$ cat src/rtl/syn_ucnt_timer.sv
// Synchronous up-counting interval timer: toggle-chain counter with run/done FSM,
// compare/terminal-count pulse and one-shot/periodic modes. Define SYNUCNT_DIR_EN for DNL.
module syn_ucnt_timer #(
  parameter int unsigned WIDTH = 8
) (
  input  logic             clk,
  input  logic             resetl,
  input  logic             cll,
  input  logic             ldl,
  input  logic [WIDTH-1:0] d,
  input  logic [WIDTH-1:0] cmp,
  input  logic             go,
  input  logic             ci,
  input  logic             period,
`ifdef SYNUCNT_DIR_EN
  input  logic             dnl,
`endif
  output logic [WIDTH-1:0] q,
  output logic [WIDTH-1:0] qb,
  output logic             co,
  output logic             tc,
  output logic             busy
);

  typedef enum logic [1:0] {StIdle, StRun, StDone} state_e;

  state_e           state_q, state_d;
  logic [WIDTH-1:0] q_q, q_d;
  logic [WIDTH-1:0] q_step;
  logic [WIDTH-1:0] reload;
  logic             tc_q, tc_d;
  logic             up;
  logic             carry;
  logic             run;
  logic             at_end;
  logic             term;

`ifdef SYNUCNT_DIR_EN
  assign up = dnl;
`else
  assign up = 1'b1;
`endif

  // Toggle chain: bit n flips when ci and all lower bits are ones (up) or zeros (down).
  always_comb begin
    carry  = ci;
    q_step = q_q;
    for (int i = 0; i < WIDTH; i++) begin
      q_step[i] = q_q[i] ^ carry;
      carry     = carry & (up ? q_q[i] : ~q_q[i]);
    end
  end

  assign run    = (state_q == StRun);
  assign at_end = up ? (&q_q) : (q_q == '0);
  assign term   = run & ci & (q_q == cmp);
  assign reload = up ? '0 : d;

  always_comb begin
    state_d = state_q;
    q_d     = q_q;
    tc_d    = 1'b0;
    if (!cll) begin
      q_d     = '0;
      state_d = StIdle;
    end else if (!ldl) begin
      // Load beats counting and a coincident terminal event; state is kept.
      q_d = d;
    end else begin
      unique case (state_q)
        StIdle: begin
          if (go) state_d = StRun;
        end
        StRun: begin
          if (term) begin
            tc_d = 1'b1;
            if (period) q_d = reload;
            else        state_d = StDone;
          end else if (ci) begin
            q_d = q_step;
          end
        end
        StDone: begin
          if (go) begin
            state_d = StRun;
            q_d     = '0;
          end
        end
        default: state_d = StIdle;
      endcase
    end
  end

  always_ff @(posedge clk or negedge resetl) begin
    if (!resetl) begin
      state_q <= StIdle;
      q_q     <= '0;
      tc_q    <= 1'b0;
    end else begin
      state_q <= state_d;
      q_q     <= q_d;
      tc_q    <= tc_d;
    end
  end

  assign q    = q_q;
  assign qb   = ~q_q;
  assign co   = ci & at_end & run;
  assign tc   = tc_q;
  assign busy = run;

endmodule

$ cat config.mk
export PLATFORM = sky130hd
export DESIGN_NAME = syn_ucnt_timer
export DESIGN_NICKNAME = d
export VERILOG_FILES = /design/src/rtl/syn_ucnt_timer.sv
export SDC_FILE = /design/constraint.sdc
export NUM_CORES = 1
export LEC_CHECK = 0
export ABC_AREA = 1
export BUFFER_PORTS_ARGS = -buffer_cell sky130_fd_sc_hd__buf_4
export CAP_MARGIN = 0
export CORE_ASPECT_RATIO = 0.75
export CORE_MARGIN = 3
export CORE_UTILIZATION = 40
export CTS_CLUSTER_DIAMETER = 120
export DETAILED_ROUTE_END_ITERATION = 8
export PLACE_DENSITY = 0.68
export SETUP_SLACK_MARGIN = 0.2
export SLEW_MARGIN = 40
export SYNTH_ARGS = -nofsm -noshare
export SYNTH_HDL_FRONTEND = slang
export SYNTH_SLANG_ARGS = --single-unit
export TNS_END_PERCENT = 1
$ cat constraint.sdc
create_clock -name clk -period 3.9 [get_ports clk]
set_clock_uncertainty 0.05 [all_clocks]
set_input_delay 0.585 -clock clk [delete_from_list [all_inputs] [get_ports clk]]
set_output_delay 0.585 -clock clk [all_outputs]
set_load 0.02 [all_outputs]
==> metrics.txt, run 1 <==
cts-stage hold buffer count 0; Buffers on Ports 41; RSZ-0062 raised after global routing false; setup violators final 0; initial antenna violation count 0; die height 49.9 um; peak supply drop 0.000195 V; power per cell area 447 mW/mm^2; WP depth 12; number of remaining DRC errors 0; H-tree Lvls 1; CP top delay family adder cells; total power after layout roughly 0.63 mW; Multi-input gate area ~660 um^2; area grow syn2layout 36.8%; fraction of layout cells with a size suffix above 1 0.316; worst reg2reg path depth 12; worst setup path start q[0]; Crit Path Category register to register; Skew-Pair Late Insertion Delay 0.28 ns; Worst Setup End Kind register; most frequent CP cell ha_1; DP HPWL roughly 2300 um; Distinct cells, synth 20; worst path buffer plus inverter count 0; Max Freq 0.438 GHz; post-route ant nets 0; Final Util 0.594; n_diodes 0; drt first pass iters 5; Critical Path Max Stage Delay around 0.45 ns; largest net degree at the start of global routing 12; die area between 0.003 and 0.004 mm^2; cells after synthesis approximately 150; DP Worst Slack roughly 1.4 ns; DR iter-0 viols 62; core area 0.00236 mm^2; number of buffers created by CTS 3; syn nets between 150 and 200; fin crit period 2.28 ns; clock slew at reported path FFs 0.08 ns; Vias/cell 4.59; Static Leakage between 0.8 and 0.9 nW; mapped cell area between 0.001 and 0.0015 mm^2; crit-path max FO 7; Filler cells 230; post-cts sizing count 0; setup bufs post-CTS 0; Rows 15; final hold viol count 0; Seq cells post-synth 11; Syn. warnings 0; slowest CP cell dfrtp_1; register area 275 um^2; fin crit share 0.586; root buf cell clkbuf_4; Max Cap Viol 0; Slew Viols, Final 0; clk sinks 11; Hold WC Path Type primary input to async pin; measured slew at the worst slew-check pin 0.631 ns; Nets 230; Total GRT Usage 0.188; CTS tree done; CP cell instances ha_1 > ha_1 > ha_1 > ha_1 > ha_1 > ha_1 > ha_1 > xor2_1 > nand3_1 > nand2_1 > nand2_1 > nand2_1; status finished clean; worst rel slew slack 0.578; setup_tns 0 ns; routed vias about 1100; Critical R2R Launch q[0]; setup slack after layout 1.62 ns; vias in the first global route a little over 1000; Post-Layout Cell Count 230; chip width 64.5 um; CP required about 4.1 ns; Top Ports 42; hold_ws ~0.074 ns; Placed Area 0.00138 mm^2; WL per Instance 12.1 um; Routed WL 2790 um; sequential share of the synthesized area 0.268; grt ovf 0; synthesized area per cell 6.80 um^2; CTS Buffer Depth 2; initial core utilization 0.434; Routability Congestion 0.820; Arrival @ worst endpoint 2.46 ns; first-pass GRT wire length roughly 4700 um; fin area 0.00141 mm^2; Placed Cells incl. Taps 226; Startpoint Class register
worst paths after layout:
kind	to	slack, ns
max in group asynchronous	q[1]	3.57
hold / removal	tc	0.07
setup reg to reg	q[7]	1.62
min in group clk	state_q[1]	0.49
setup / recovery	q[7]	1.62
hold reg to reg	state_q[1]	0.49
state kept, by name, summed over array words and instances, names as in the netlist:
name	cells
tc	1
state_q	2
q	8
layout by cell type (no fill, tap or decap):
master and n:
nand3_1 9, nor2_4 1, nand2_1 62, nand2_4 3, ha_1 10, clkinv_2 1, inv_1 23, o22ai_1 1
inv_2 2, dfrtp_1 11, nor2_2 2, nand2_2 3, nor2_1 9, a21oi_2 1, nand3_2 3, clkbuf_4 3
xor2_1 3, nor3_1 1, nand3b_4 1, buf_4 41, nor3_4 1, nand4_1 4, o21a_1 1
Yosys cell counts:
library cell | n | area share
a21oi_2 | 1 | 0.0085
dfrtp_1 | 11 | 0.27
ha_1 | 10 | 0.12
inv_1 | 23 | 0.084
inv_2 | 2 | 0.0073
nand2_1 | 62 | 0.23
nand2_2 | 3 | 0.018
nand2_4 | 3 | 0.033
nand3_1 | 9 | 0.044
nand3_2 | 3 | 0.029
nand3b_4 | 1 | 0.019
nand4_1 | 4 | 0.024
nor2_1 | 9 | 0.033
nor2_2 | 2 | 0.012
nor2_4 | 1 | 0.011
nor3_1 | 1 | 0.0049
nor3_4 | 1 | 0.016
o21a_1 | 1 | 0.0073
o22ai_1 | 1 | 0.0061
xor2_1 | 3 | 0.026
cell type report:
cell class,instances,share of cell area
clock inverters,1,0.00356
clock buffers,3,0.0160
repair buffers,41,0.219
flip-flops and latches,11,0.196
inverters,25,0.0668
well taps,34,0.0303
multi-input cells,115,0.468
report_power, final:
part           switching (mW)  internal, mW
Clock                  0.0465        0.0381
Sequential             0.0486         0.142
Combinational           0.210         0.143
logic make-up after synthesis:
kind of cell	synth area share
adder cells (fa/ha/maj)	0.122
flip-flops	0.268
AO/OA/AOI/OAI	0.0219
AND/OR/NAND/NOR	0.471
buffers and inverters	0.0914
XOR/XNOR	0.0256
routing by layer:
| layer | up-vias | wire, um | global-route usage |
|---|---|---|---|
| met2 | 36 | 1210 | 0.271 |
| met3 | 2 | 201 | 0.0524 |
| li1 | 557 | - | - |
| met1 | 460 | 1380 | 0.283 |
| met5 | - | 0 | 0 |
| met4 | 0 | 11 | 0.0281 |
(Power assumes the default switching activity.)
==> run 2: changes to the inputs <==
==> constraint.sdc (replaced) <==
create_clock -name clk -period 2.16 [get_ports clk]
set_clock_uncertainty 0.05 [all_clocks]
set_input_delay 0.324 -clock clk [delete_from_list [all_inputs] [get_ports clk]]
set_output_delay 0.324 -clock clk [all_outputs]
set_load 0.02 [all_outputs]
==> run 2 against run 1 <==
Compared with the run above: fmax up 13%; critical path type unchanged; critical path depth unchanged; power up 86%; critical endpoint unchanged; final cell count up 0.87%; largest power group unchanged.
==> metrics.txt, run 2 (synthesis gave the netlist of run 1 again) <==
die height 49.9 um (unchanged); initial core utilization 0.434 (unchanged); Top Usage Layer GRT met2 (was met1); clock slew at reported path FFs 0.08 ns (about the same); post-cts sizing count 0 (unchanged); fin crit share 0.939 (was 0.586); status finished clean (unchanged); Crit Path Category register to register (unchanged); final hold viol count 0 (unchanged); Top Ports 42 (unchanged); max reg flops 8 (unchanged); hold_ws 0.280 ns (was 0.0735 ns); DP HPWL 2270 um (was 2260 um); Vias/cell 4.73 (was 4.59); crit-path max FO 2 (was 7); Sw Pwr 0.561 mW (was 0.305 mW); n_diodes 0 (unchanged); die area 0.00322 mm^2 (unchanged); root buf cell clkbuf_4 (unchanged); Critical Path Max Stage Delay 0.43 ns (was 0.45 ns); total power after layout 1.17 mW (was 0.628 mW); most common cell after layout, fill and taps aside nand2_1 (unchanged); fin crit period 2.03 ns (was 2.28 ns); setup_tns 0 ns (unchanged); CTS Buffer Depth 2 (unchanged); largest net degree at the start of global routing 12 (unchanged); area grow syn2layout 47.0% (was 36.8%); number of buffers created by CTS 3 (unchanged); DR iter-0 viols 37 (was 62); CP cell instances ha_4 > ha_4 > ha_4 > ha_4 > ha_4 > ha_4 > ha_4 > xor2_1 > nand3_1 > nand2_1 > nand2_1 > nand2_1 (was ha_1 > ha_1 > ha_1 > ha_1 > ha_1 > ha_1 > ha_1 > xor2_1 > nand3_1 > nand2_1 > nand2_1 > nand2_1); Nets 232 (was 230); Net Sw Frac 0.480 (was 0.486); most frequent CP cell ha_4 (was ha_1); slowest CP cell dfrtp_2 (was dfrtp_1); Clk network pwr share 0.125 (was 0.135); WL per Instance 11.9 um (was 12.1 um); setup violators final 0 (unchanged); Slew Viols, Final 0 (unchanged); Total GRT Usage 0.193 (was 0.188); number of remaining DRC errors 0 (unchanged); Worst Setup End Kind register (unchanged); core area 0.00236 mm^2 (unchanged); H-tree Lvls 1 (unchanged); commonest non-fill, non-tap cells in the layout nand2_1, buf_4, inv_1 (unchanged); clk sinks 11 (unchanged); P_int 0.609 mW (was 0.323 mW); chip width 64.5 um (unchanged); GR Layer Usage met1 0.253 (was 0.283); Startpoint Class register (unchanged); fraction of layout cells with a size suffix above 1 0.354 (was 0.316); Routed WL 2770 um (was 2790 um); first-pass GRT wire length 4730 um (was 4710 um); M3 GR Usage 0.0524 (unchanged); Max Cap Viol 0 (unchanged); Skew-Pair Late Insertion Delay 0.28 ns (about the same); CP required 2.33 ns (was 4.08 ns); post-route ant nets 0 (unchanged); Max Freq 0.493 GHz (was 0.438 GHz); Rows 15 (unchanged); routed vias 1097 (was 1055); met2 GRT Util 0.320 (was 0.271); worst rel slew slack 0.609 (was 0.578); CTS tree done (unchanged); initial antenna violation count 0 (unchanged); RSZ-0062 raised after global routing true (was false); vias in the first global route 1038 (was 1013); Arrival @ worst endpoint 2.20 ns (was 2.46 ns); grt ovf 0 (unchanged); combinational share of power 0.574 (was 0.562); power per cell area 775 mW/mm^2 (was 447 mW/mm^2); DP Worst Slack 0.0898 ns (was 1.38 ns); sequential share of power 0.301 (was 0.303); Hold WC Path Type primary input to register (was primary input to async pin); setup slack after layout 0.132 ns (was 1.62 ns); Final Util 0.639 (was 0.594); measured slew at the worst slew-check pin 0.585 ns (was 0.631 ns); Routability Congestion 0.788 (was 0.820); Buffers on Ports 41 (unchanged); drt first pass iters 4 (was 5); Static Leakage 0.854 nW (was 0.864 nW); peak supply drop 0.000516 V (was 0.000195 V)
-- run 2: stage by stage --
step / cells / instance area [um^2]
finish: 232 / 1510
global route: 232 / 1510
CTS: 232 / 1510
detailed placement: 226 / 1470
global placement: 226 / 1470
floorplan: 151 / 1120
-- run 2: final timing paths --
path | from | end | slack [ns] | cells past startpoint
max in group asynchronous | resetl | q[0] | 1.54 | 2
worst max-delay path | q[0] | q[7] | 0.13 | 12
min in group asynchronous | resetl | q[7] | 0.36 | 2
worst max register to register | q[0] | q[7] | 0.13 | 12
worst min-delay path | d[7] | q[7] | 0.28 | 5
worst min register to register | state_q[1] | state_q[1] | 0.47 | 2
-- run 2: layer usage --
metal / share of wire / vias to the layer above
met5: 0 / -
met4: 0.0047 / 0
met3: 0.070 / 3
met2: 0.47 / 36
met1: 0.45 / 493
li1: - / 565
-- run 2: what timing repair did --
item | in CTS | in global routing
endpoints found under the setup margin | 2 | 11
gates cloned | 0 | 0
hold buffers | 1 | 0
hold endpoints to repair | 11 | 0
buffers inserted | 1 | 0
-- run 2: power by group through the flow --
| stage | sequential (mW) | clock, mW | combinational, mW |
|---|---|---|---|
| floorplan | 0.384 | 0 | 0.381 |
| global placement | 0.359 | 0 | 0.643 |
| detailed placement | 0.364 | 0 | 0.658 |
| CTS | 0.353 | 0.151 | 0.679 |
| global route | 0.365 | 0.164 | 0.746 |
| finish | 0.352 | 0.146 | 0.671 |
-- run 2: layout make-up --
cell class	instances	area [um^2]
timing repair buffer	43	325
clock buffer	4	26.3
multi-input combinational	115	746
fill	224	855
tap	34	42.5
inverter	25	93.8
sequential	11	277
-- run 2: worst max-delay path: cells and delay by family, from the launching register on --
kind	cells	cell delay [ns]
flip-flops	1	0.43
XOR/XNOR	1	0.12
adder cells (fa/ha/maj)	7	1.11
AND/OR/NAND/NOR	4	0.27
